===== src/rtl/mem_ctrl_pkg.sv =====
// Shared definitions for mem_ctrl: FSM state encoding and load/store size codes.
package mem_ctrl_pkg;

  typedef enum logic [1:0] {
    StIdle = 2'd0,
    StIfRd = 2'd1,
    StLsRd = 2'd2,
    StLsWr = 2'd3
  } state_e;

  localparam logic [1:0] SZ_B = 2'b00;
  localparam logic [1:0] SZ_H = 2'b01;
  localparam logic [1:0] SZ_W = 2'b10;

  // Byte count for a load/store; the reserved code 2'b11 behaves as a word.
  function automatic logic [2:0] size_bytes(input logic [1:0] sz);
    case (sz)
      SZ_B:    return 3'd1;
      SZ_H:    return 3'd2;
      SZ_W:    return 3'd4;
      default: return 3'd4;
    endcase
  endfunction

endpackage


===== src/rtl/mem_ctrl.sv =====
// Byte-wide RAM arbiter: serialises instruction fetches and 1/2/4-byte loads/stores
// onto one 8-bit RAM port and returns little-endian words with a one-cycle done pulse.
module mem_ctrl
  import mem_ctrl_pkg::*;
#(
  parameter int unsigned ADDR_W = 32
) (
  input  logic              clk_in,
  input  logic              rst_in,
  input  logic              rdy_in,
  input  logic [7:0]        mem_din,
  output logic [7:0]        mem_dout,
  output logic [ADDR_W-1:0] mem_a,
  output logic              mem_wr,
  input  logic              if_req,
  input  logic [ADDR_W-1:0] if_addr,
  output logic              if_done,
  output logic [31:0]       if_data,
  input  logic              ls_req,
  input  logic              ls_we,
  input  logic [ADDR_W-1:0] ls_addr,
  input  logic [1:0]        ls_size,
  input  logic [31:0]       ls_wdata,
  output logic [31:0]       ls_rdata,
  output logic              ls_done,
  input  logic              flush
);

  state_e              state_q, state_d;
  logic [2:0]          cnt_q, cnt_d;
  logic [2:0]          n_q, n_d;
  logic [ADDR_W-1:0]   base_q, base_d;
  logic [31:0]         wdata_q, wdata_d;
  logic [31:0]         buf_q, buf_d;
  logic [31:0]         if_data_q, if_data_d;
  logic [31:0]         ls_rdata_q, ls_rdata_d;
  logic                if_done_q, if_done_d;
  logic                ls_done_q, ls_done_d;
  logic [1:0]          byte_idx;

  assign if_done  = if_done_q;
  assign ls_done  = ls_done_q;
  assign if_data  = if_data_q;
  assign ls_rdata = ls_rdata_q;

  // RAM port is decoded from the current state; reads stop issuing once k reaches n.
  always_comb begin
    mem_a    = '0;
    mem_wr   = 1'b0;
    mem_dout = 8'h00;
    unique case (state_q)
      StIfRd, StLsRd: begin
        if (cnt_q != n_q) mem_a = base_q + ADDR_W'(cnt_q);
      end
      StLsWr: begin
        mem_a  = base_q + ADDR_W'(cnt_q);
        mem_wr = rdy_in;
        unique case (cnt_q[1:0])
          2'd0: mem_dout = wdata_q[7:0];
          2'd1: mem_dout = wdata_q[15:8];
          2'd2: mem_dout = wdata_q[23:16];
          2'd3: mem_dout = wdata_q[31:24];
          default: mem_dout = 8'h00;
        endcase
      end
      default: ;
    endcase
  end

  always_comb begin
    state_d    = state_q;
    cnt_d      = cnt_q;
    n_d        = n_q;
    base_d     = base_q;
    wdata_d    = wdata_q;
    buf_d      = buf_q;
    if_data_d  = if_data_q;
    ls_rdata_d = ls_rdata_q;
    if_done_d  = 1'b0;
    ls_done_d  = 1'b0;
    byte_idx   = cnt_q[1:0] - 2'd1;

    if (!rdy_in) begin
      if_done_d = if_done_q;
      ls_done_d = ls_done_q;
      // The RAM read pipeline keeps running during a stall, so reads start over.
      if (state_q == StIfRd || state_q == StLsRd) cnt_d = '0;
    end else begin
      unique case (state_q)
        StIdle: begin
          if (!if_done_q && !ls_done_q) begin
            if (ls_req) begin
              state_d = ls_we ? StLsWr : StLsRd;
              base_d  = ls_addr;
              n_d     = size_bytes(ls_size);
              wdata_d = ls_wdata;
              buf_d   = '0;
              cnt_d   = '0;
            end else if (if_req && !flush) begin
              state_d = StIfRd;
              base_d  = if_addr;
              n_d     = 3'd4;
              buf_d   = '0;
              cnt_d   = '0;
            end
          end
        end
        StIfRd, StLsRd: begin
          if (state_q == StIfRd && flush) begin
            state_d = StIdle;
            cnt_d   = '0;
          end else begin
            if (cnt_q != 3'd0) buf_d[8*byte_idx +: 8] = mem_din;
            if (cnt_q == n_q) begin
              state_d = StIdle;
              cnt_d   = '0;
              if (state_q == StIfRd) begin
                if_done_d = 1'b1;
                if_data_d = buf_d;
              end else begin
                ls_done_d  = 1'b1;
                ls_rdata_d = buf_d;
              end
            end else begin
              cnt_d = cnt_q + 3'd1;
            end
          end
        end
        StLsWr: begin
          if (cnt_q == n_q - 3'd1) begin
            state_d   = StIdle;
            cnt_d     = '0;
            ls_done_d = 1'b1;
          end else begin
            cnt_d = cnt_q + 3'd1;
          end
        end
        default: state_d = StIdle;
      endcase
    end
  end

  always_ff @(posedge clk_in) begin
    if (rst_in) begin
      state_q    <= StIdle;
      cnt_q      <= '0;
      n_q        <= '0;
      base_q     <= '0;
      wdata_q    <= '0;
      buf_q      <= '0;
      if_data_q  <= '0;
      ls_rdata_q <= '0;
      if_done_q  <= 1'b0;
      ls_done_q  <= 1'b0;
    end else begin
      state_q    <= state_d;
      cnt_q      <= cnt_d;
      n_q        <= n_d;
      base_q     <= base_d;
      wdata_q    <= wdata_d;
      buf_q      <= buf_d;
      if_data_q  <= if_data_d;
      ls_rdata_q <= ls_rdata_d;
      if_done_q  <= if_done_d;
      ls_done_q  <= ls_done_d;
    end
  end

endmodule


===== config.mk =====
export PLATFORM = sky130hd
export DESIGN_NAME = mem_ctrl
export DESIGN_NICKNAME = d
export VERILOG_FILES = /design/src/rtl/mem_ctrl_pkg.sv /design/src/rtl/mem_ctrl.sv
export SDC_FILE = /design/constraint.sdc
export NUM_CORES = 1
export LEC_CHECK = 0
export ABC_AREA = 1
export ABC_CLOCK_PERIOD_IN_PS = 5400
export BUFFER_PORTS_ARGS = -buffer_cell sky130_fd_sc_hd__buf_4
export CAP_MARGIN = 20
export CORE_ASPECT_RATIO = 1.2
export CORE_MARGIN = 2
export CORE_UTILIZATION = 30
export CTS_CLUSTER_SIZE = 14
export DETAILED_ROUTE_END_ITERATION = 16
export HOLD_SLACK_MARGIN = 0.15
export PLACE_DENSITY_LB_ADDON = 0.2
export SLEW_MARGIN = 0
export SYNTH_ARGS = -nofsm -noshare
export SYNTH_HDL_FRONTEND = slang
export SYNTH_SLANG_ARGS = --single-unit

===== constraint.sdc =====
create_clock -name clk_in -period 5.4 [get_ports clk_in]
set_clock_uncertainty 0.1 [all_clocks]
set_input_delay 0.27 -clock clk_in [delete_from_list [all_inputs] [get_ports clk_in]]
set_output_delay 0.27 -clock clk_in [all_outputs]
set_load 0.005 [all_outputs]

==> impl_metrics.json <==
{
  "num-nets-final": 1680,
  "hold_violations": 0,
  "rsz0062_at_grt": "no",
  "yosysUniqueCellTypes": 36,
  "clock-root-buffer": "clkbuf_16",
  "period_minus_slack_ns": 3.489,
  "yosys.cell_count.top_type": "nand2_1",
  "hpwl_mm": 20.34,
  "cts_resized": 0,
  "fin_crit_sh": 0.6460,
  "hold_slack_ns": 0.2033,
  "grt_pass1_wl_mm": 47.43,
  "slew_violations": 0,
  "cts_buffer_depth": 2,
  "hold_buffers": 101,
  "synth_area_leaders": "dfxtp_1 40%, nand2_1 12%, nor2_1 11%, o21ai_0 9.1%, a21oi_1 3.6%",
  "post_cts_buffers": 0,
  "synth_cells": 1282,
  "max-cap-violations": 0,
  "drive_above_1_share": 0.1859,
  "multi_input_area_um2": 4509,
  "hp-class": "input pin to register",
  "routed_wirelength_mm": 30.00,
  "first_pass_iters": 6,
  "async_reset_ff_frac": 0,
  "required_ns": 5.03,
  "cts_buffers": 17,
  "synth-main-ff-cell": "dfxtp_1",
  "place.gp.congestion": 0.8965,
  "outcome": "completed",
  "synth_nets": 1410,
  "ctsHtreeMaxLevel": 4,
  "portBuffers": 219,
  "grt_overflow_total": 0,
  "avgSynthCellArea_um2": 6.708,
  "leakage_uw": 0.005404,
  "synth_edf_count": 0,
  "tns_ns": 0,
  "slew_headroom": 0.3111,
  "dieArea_um2": 30040,
  "worst-setup-path-type": "register to output port",
  "diodes": 0,
  "seq_area_um2": 3403,
  "tightestPinTransition_ns": 1.026,
  "grt_start_max_net_pins": 76,
  "vdd_ir_drop_max_v": 0.0001578,
  "cts_tree": "done",
  "synth_top_area_cell": "dfxtp_1",
  "drc": 0,
  "yosys_warnings": 0,
  "worstPathArrival_ns": 3.12,
  "synth_area_um2": 8599,
  "cts_sinks": 170,
  "antenna_found_initial": 0,
  "ys_seq_area_frac": 0.3958,
  "start_util": 0.3062,
  "viasPerCell": 4.850,
  "ant_nets": 0,
  "clkLatencyLatePin_ns": 0.42,
  "wire_per_inst_um": 15.43,
  "grt.total_usage": 0.1985,
  "end_kind": "output port",
  "fp.coreArea_um2": 28080,
  "final-setup-viol-count": 0,
  "via_count": 9429,
  "cp_max_fo": 24,
  "num_io_pins": 220,
  "fillCellCount": 2923,
  "grt_pass1_vias": 8965,
  "ys_ff_latch": 170,
  "drt_iter0_markers": 686,
  "die_w_um": 158.6,
  "p_per_area_nw_per_um2": 313.6,
  "num_rows": 67,
  "netlist.area_leader.share": 0.3958,
  "fmax_mhz": 286.6,
  "yosys-top-cells-count": "276 x nand2_1, 260 x nor2_1, 170 x dfxtp_1",
  "area_growth_pct": 39.40,
  "clk_pin_slew_ns": 0.08,
  "crit_path_start_kind": "register",
  "fp.dieH_um": 189.5
}
-- state kept, by name, indices dropped and copies added, names as in the netlist --
name,flops
n_q,3
base_q,32
ls_rdata,32
buf_q,32
if_done,1
ls_done,1
state_q,2
if_data,32
cnt_q,3
wdata_q,32
-- kinds of logic (layout without fill, tap and decap cells) --
family / after synthesis / count (layout) / synth area share
adders and majority gates: 15 / 15 / 0.02270
and+or+nand+nor: 661 / 661 / 0.3234
buffers and inverters: 151 / 434 / 0.08075
xor gates and xnor gates: 9 / 9 / 0.009167
DFF: 170 / 170 / 0.3958
AOI/OAI and AO/OA: 276 / 276 / 0.1682
-- final cells by class --
cell class	count	share of cell area
sequential	170	0.2839
timing repair buffer	326	0.2252
clock buffer	17	0.03549
inverter	76	0.02463
multi-input combinational	961	0.3762
clock inverter	15	0.01503
tap	379	0.03956
-- per-layer routing --
| metal | global-route usage | up-vias | wire [um] |
|---|---|---|---|
| li1 | - | 4753 | - |
| met1 | 0.2567 | 4350 | 13490 |
| met2 | 0.3338 | 296 | 14240 |
| met3 | 0.04211 | 30 | 1835 |
| met4 | 0.05198 | 0 | 432 |
| met5 | 0 | - | 0 |
-- per-stage QoR --
| stage | worst slack (ns) | total power (uW) | util | cell area (um^2) | instances |
|---|---|---|---|---|---|
| floorplan | 3.128 | 2102 | - | 8600 | 1282 |
| global placement | 2.193 | 2439 | 0.3690 | 10360 | 1810 |
| detailed placement | 2.102 | 2435 | 0.3690 | 10360 | 1810 |
| CTS | 1.895 | 3796 | 0.4266 | 11980 | 1943 |
| global route | 1.575 | 3987 | 0.4269 | 11990 | 1944 |
| finish | 1.911 | 3759 | 0.4269 | 11990 | 1944 |
-- worst max-delay path, cell delays in order, from the launching register on --
cell and delay [ns]:
dfxtp_1 0.96, ha_1 0.33, fa_1 0.21, nand2_1 0.07, nand2_1 0.08, nand2_1 0.11
inv_1 0.12, nand3_1 0.16, nor2_2 0.28, a21oi_1 0.11, nor2_1 0.14, buf_4 0.12
-- final timing paths --
path,from,endpoint,slack (ns),depth (start not counted)
setup / recovery,cnt_q[0],mem_a[24],1.91,11
hold / removal,rst_in,buf_q[17],0.20,2
setup reg to reg,cnt_q[0],buf_q[16],2.27,9
hold reg to reg,ls_rdata[17],ls_rdata[17],0.35,2
-- power breakdown --
part / switching, uW / internal, uW / leakage (uW) / total, uW
clock: 625 / 627 / 0.000289 / 1250
combinational: 573 / 399 / 0.00373 / 972
sequential: 123 / 1410 / 0.00138 / 1540
total: 1320 / 2440 / 0.00540 / 3760
-- cell usage in the layout (no fill, tap or decap), drive strengths merged --
cell | Yosys | final
nand4 | 28 | 28
nand3b | 1 | 1
buf | 37 | 225
a31oi | 41 | 41
o22ai | 1 | 1
nor4 | 2 | 2
fa | 1 | 1
o21ai | 167 | 167
xor2 | 7 | 7
nor3b | 1 | 1
dfxtp | 170 | 170
nor2 | 270 | 270
a211oi | 1 | 1
nand2 | 279 | 279
ha | 14 | 14
nand3 | 58 | 58
a21oi | 62 | 62
o21a | 4 | 4
clkinvlp | 0 | 1
inv | 76 | 82
dlygate4sd3 | 0 | 101
clkbuf | 38 | 17
nor3 | 22 | 22
clkinv | 0 | 8
xnor2 | 2 | 2
Power figures use the tool's default switching activity.
